$ cat src/rtl/mac_issue_stage.sv
// mac_issue_stage: 3-stage signed 16x16 multiply-accumulate issue stage with
// read-after-write forwarding, downstream stall and overflow/op-count status.
module mac_issue_stage #(
   parameter int DATA_W   = 16,
   parameter int ACC_W    = 32,
   parameter int IDX_W    = 5,
   parameter bit SATURATE = 1'b1
) (
   input  logic              clk,
   input  logic              reset,
   input  logic              in_valid,
   output logic              in_ready,
   input  logic [1:0]        in_op,
   input  logic [IDX_W-1:0]  in_idx,
   input  logic [DATA_W-1:0] in_a,
   input  logic [DATA_W-1:0] in_b,
   input  logic              stall,
   output logic [IDX_W-1:0]  acc_raddr,
   input  logic [ACC_W-1:0]  acc_rdata,
   output logic              acc_we,
   output logic [IDX_W-1:0]  acc_waddr,
   output logic [ACC_W-1:0]  acc_wdata,
   output logic              busy,
   input  logic              ovf_clear,
   output logic              ovf_sticky,
   output logic [15:0]       op_count
);
   logic                     s1_v, s2_v;
   logic [1:0]               s1_op, s2_op;
   logic [IDX_W-1:0]         s1_idx, s2_idx;
   logic signed [DATA_W-1:0] s1_a, s1_b;
   logic signed [ACC_W-1:0]  prod;
   logic [ACC_W-1:0]         s2_p, s2_old, old;
   logic [ACC_W:0]           r;
   logic                     ovf;
   assign in_ready  = !stall;
   assign busy      = s1_v || s2_v;
   assign acc_raddr = s1_idx;
   assign acc_waddr = s2_idx;
   assign acc_we    = s2_v && !stall && !reset;
   assign prod      = ACC_W'(s1_a) * ACC_W'(s1_b);
   // A write still sitting in S2 to the same accumulator is newer than the bank.
   assign old       = (s2_v && s2_idx == s1_idx) ? acc_wdata : acc_rdata;
   always_comb begin
      r = s2_op == 2'b00 ? {s2_p[ACC_W-1], s2_p} :
          s2_op == 2'b01 ? {s2_old[ACC_W-1], s2_old} + {s2_p[ACC_W-1], s2_p} :
          s2_op == 2'b10 ? {s2_old[ACC_W-1], s2_old} - {s2_p[ACC_W-1], s2_p} : '0;
      ovf = r[ACC_W] != r[ACC_W-1];
      acc_wdata = (ovf && SATURATE) ? (r[ACC_W] ? {1'b1, {(ACC_W-1){1'b0}}} : {1'b0, {(ACC_W-1){1'b1}}})
                                    : r[ACC_W-1:0];
   end
   always_ff @(posedge clk) begin
      if (reset) begin
         s1_v       <= 1'b0;
         s1_op      <= '0;
         s1_idx     <= '0;
         s1_a       <= '0;
         s1_b       <= '0;
         s2_v       <= 1'b0;
         s2_op      <= '0;
         s2_idx     <= '0;
         s2_p       <= '0;
         s2_old     <= '0;
         ovf_sticky <= 1'b0;
         op_count   <= '0;
      end else begin
         if (!stall) begin
            s1_v <= in_valid;
            if (in_valid) begin
               s1_op  <= in_op;
               s1_idx <= in_idx;
               s1_a   <= in_a;
               s1_b   <= in_b;
            end
            s2_v   <= s1_v;
            s2_op  <= s1_op;
            s2_idx <= s1_idx;
            s2_p   <= prod;
            s2_old <= old;
         end
         if (acc_we && op_count != 16'hFFFF) op_count <= op_count + 16'd1;
         ovf_sticky <= (acc_we && ovf) || (ovf_sticky && !ovf_clear);
      end
   end
endmodule

$ cat config.mk
export PLATFORM = sky130hd
export DESIGN_NAME = mac_issue_stage
export DESIGN_NICKNAME = d
export VERILOG_FILES = /design/src/rtl/mac_issue_stage.sv
export SDC_FILE = /design/constraint.sdc
export NUM_CORES = 1
export LEC_CHECK = 0
export ABC_AREA = 0
export CORE_MARGIN = 3
export CORE_UTILIZATION = 50
export CTS_CLUSTER_DIAMETER = 40
export DETAILED_ROUTE_END_ITERATION = 8
export PLACE_DENSITY = 0.7
export SYNTH_ARGS = -nofsm -noshare
export SYNTH_HDL_FRONTEND = slang
export SYNTH_SLANG_ARGS = --single-unit
$ cat constraint.sdc
create_clock -name clk -period 11.2 [get_ports clk]
set_input_delay 2.8 -clock clk [delete_from_list [all_inputs] [get_ports clk]]
set_output_delay 2.8 -clock clk [all_outputs]
set_load 0.01 [all_outputs]
==> metrics <==
run status=complete, no violations; R2R Path Start=s1_a[10]; DP Area=20,900 um^2; layout filler cell count=3,597; Clock Skew=0.00863 ns; TritonCTS clock tree=built; die width=roughly 200 um; Yosys reg bits=129; CP max-delay cell=or3_1; drt drc=0; Final min period=8.24 ns; setup repair bufs after CTS=0; PD cells=79.5 nW/um^2; first-pass GRT wire length=approximately 92,000 um; CTS max path bufs=2; cts repair resizes=0; FF-to-FF path depth=21; Die ar.=41,000 um^2; slew margin rel.=0.213; clock power share=0.336; Crit path max-delay family=compound AO/OA/AOI/OAI gates; syn avg cell area=8.16 um^2; Syn. warnings=0; count of final setup violators=0; Routed Antenna Nets=0; Combinational Power Share=0.351; asr flop ratio synth=0; R2R Path End=s2_p[24]; P_leak=9.91 nW; CTS HTree Levels=4; Mapped Area=19,300 um^2; initial antenna violation count=0; WL/cell=19.2 um; Switching Share=0.376; Internal Power=around 0.0011 W; WHS Path Cells=2; Worst Hold Class=reg -> reg; placed cell count=2,898; Bufs and invs on worst path=2; final worst setup slack=2.96 ns; Highest Clock Rate=~120 MHz; Hold Path End=s1_op[1]; Final Max Slew Viols=0; reg2reg setup slack=3.98 ns; worst slack, placed=3.54 ns; cells along the critical path=inv_1, ha_1, o211ai_2, a21oi_1, o41a_1, a311oi_2, o221ai_2, a31oi_1, mux2i_1, or3_1, o21ai_1, nand2_1, clkdlybuf4s50_1; DRT Wirelength=between 50,000 and 60,000 um; CP Max Fanout=32; Top FF cell, synth=dfxtp_1; post-synthesis sequential area ratio=0.134; clock slew at reported path FFs=around 0.060 ns; row count=71; Pre-antenna DRT Iters=8; Crit. End Element=output pin; critical path type=reg -> out; layout cells sized above 1=0.0384; Setup TNS Final=0 ns; RSZ-0062 raised after global routing=no; Critical Path RT=8.40 ns; Area Growth Syn to Fin=11.2%; number of port buffers=137; Hold Startpoint=s1_op[1]; design area=21,500 um^2; EDFF count, synth=0; CTS Buf Count=17; Hold-fix buffers, CTS=0; largest net degree at the start of global routing=59; Syn Nets=2,853; Register Area=2580 um^2; Max Cap Violations=0; Vias=16,500; crit path DAT=between 5 and 6 ns; via/cell ratio=5.63; number of diodes=0; slowest cell delay on critical path=roughly 0.95 ns; DP HPWL=43,200 um; area occupied by multi-input gates=~15,000 um^2; final core utilization=0.567; Peak supply drop=113 uV; Core Footprint=37,800 um^2; Reg power frac=0.313; total gr overflow=0; Initial Utilization=0.510; WP depth=13; Worst Max-Slew Pin Slew=1.18 ns; gr usage total=0.282; unique cell type count in the Yosys netlist=74; Skew-Pair Late Insertion Delay=0.47 ns; vias in the first global route=17,300; Fin. Hold Viols=0; Finished Layout Cells=about 2,900; crit share post-route=0.736; IO Count=138; die span in y=roughly 200 um; Nets=2,893; initial drt markers=1,179; RePlAce Congestion=about 0.94; clock sink count=129; Cells after Synth=2,366; NetSw=0.000642 W; Clock Tree Root=clkbuf_16; CP startpoint kind=flop
-- kinds of logic after synthesis --
family | share of synthesized area
buffers and inverters | 0.0983
AND/OR/NAND/NOR | 0.188
adder cells (fa/ha/maj) | 0.369
flip-flops | 0.134
multiplexers | 0.0187
AO/OA/AOI/OAI | 0.147
XOR/XNOR | 0.0462
-- cell usage after synthesis, drive strengths merged, types with 5 or more instances --
cell     number  share of area
inv         360          0.070
nand2       329          0.064
fa          264           0.27
nor2        167          0.032
ha          147          0.095
a21oi       142          0.037
dfxtp       129           0.13
and2        121          0.039
clkbuf       92          0.018
xnor2        76          0.034
o21ai        60          0.016
nor3         40          0.010
buf          37          0.010
mux2i        35          0.018
a2111oi      30          0.020
xor2         26          0.012
o22ai        25         0.0081
nand3        23         0.0060
a21o         21         0.0082
a211oi       20         0.0078
nand2b       19         0.0062
nor2b        18         0.0058
o21a         16         0.0062
a31oi        14         0.0045
or3          14         0.0045
o31ai        13         0.0051
or2          13         0.0042
nor4         10         0.0032
and3          9         0.0029
nand4         9         0.0029
o211ai        9         0.0038
a211o         8         0.0036
o21bai        7         0.0033
a311oi        5         0.0029
a31o          5         0.0023
o221ai        5         0.0026
-- routing by layer --
metal  global-route usage  part of all wire
met4                0.104             0.035
met3               0.0367             0.050
met5                    0                 0
met1                0.367              0.43
met2                0.482              0.49
-- power groups by stage --
stage	Clock [W]	Combinational (W)	Sequential [W]
CTS	0.000580	0.000596	0.000533
finish	0.000574	0.000598	0.000534
floorplan	0	0.000428	0.000510
global route	0.000603	0.000659	0.000538
detailed placement	0	0.000593	0.000543
global placement	0	0.000589	0.000541
-- final cells by class --
cell class	count	area share
timing repair buffer	150	0.0682
clock buffer	22	0.0225
multi-input combinational	1746	0.691
inverter	362	0.0633
tap	511	0.0298
clock inverter	10	0.00472
sequential	129	0.120
-- worst max path at each step --
stage,startpoint,to,slack (ns)
2_1_floorplan,s1_a[12],s2_p[24],4.87
3_3_place_gp,s2_p[2],acc_wdata[30],3.69
3_5_place_dp,s2_p[2],acc_wdata[30],3.54
4_1_cts,s2_p[2],acc_wdata[30],3.01
5_1_grt,s2_p[2],acc_wdata[20],2.73
6_report,s2_p[2],acc_wdata[30],2.96
-- placed cells by master (no fill, tap or decap), types with 17 or more instances in the layout --
cell	n
nand2b_1	19
nor2_1	167
a2111oi_2	17
nor3_1	40
a21oi_1	142
xnor2_1	76
o21ai_0	50
fa_1	264
a21o_1	21
xor2_1	26
and2_1	121
nor2b_1	17
clkdlybuf4s50_1	135
inv_1	360
ha_1	147
nand3_1	23
nand2_1	328
clkbuf_16	17
mux2i_1	35
o22ai_1	25
dfxtp_1	129
a211oi_1	20
-- through the flow --
step / hold WS, ns / total power (W)
5_1_grt: 0.472 / 0.00180
6_report: 0.464 / 0.00171
3_3_place_gp: 0.446 / 0.00113
3_5_place_dp: 0.453 / 0.00114
4_1_cts: 0.461 / 0.00171
2_1_floorplan: 0.436 / 0.000938
-- sequential cells by signal, indices dropped and copies added, names as in the netlist --
name        cells
ovf_sticky      1
s2_old         32
s1_v            1
s2_v            1
s2_op           2
op_count       16
s1_b           16
s2_p           32
s1_op           2
acc_waddr       5
acc_raddr       5
s1_a           16
-- worst register-to-register path: stages (launching register included) --
cell and delay, ns:
dfxtp_1 0.87, nand2_1 0.19, fa_1 0.55, fa_1 0.50
fa_1 0.55, inv_1 0.06, fa_1 0.46, fa_1 0.51
inv_1 0.05, fa_1 0.47, inv_1 0.04, ha_1 0.32
or2_2 0.32, and4_1 0.20, a32oi_1 0.44, o21ai_0 0.21
nand3_1 0.16, a21oi_1 0.08, a2111oi_0 0.66, a21oi_1 0.19
xnor2_1 0.18, o22ai_1 0.09
Note: power is estimated with default switching activity, not from simulation.
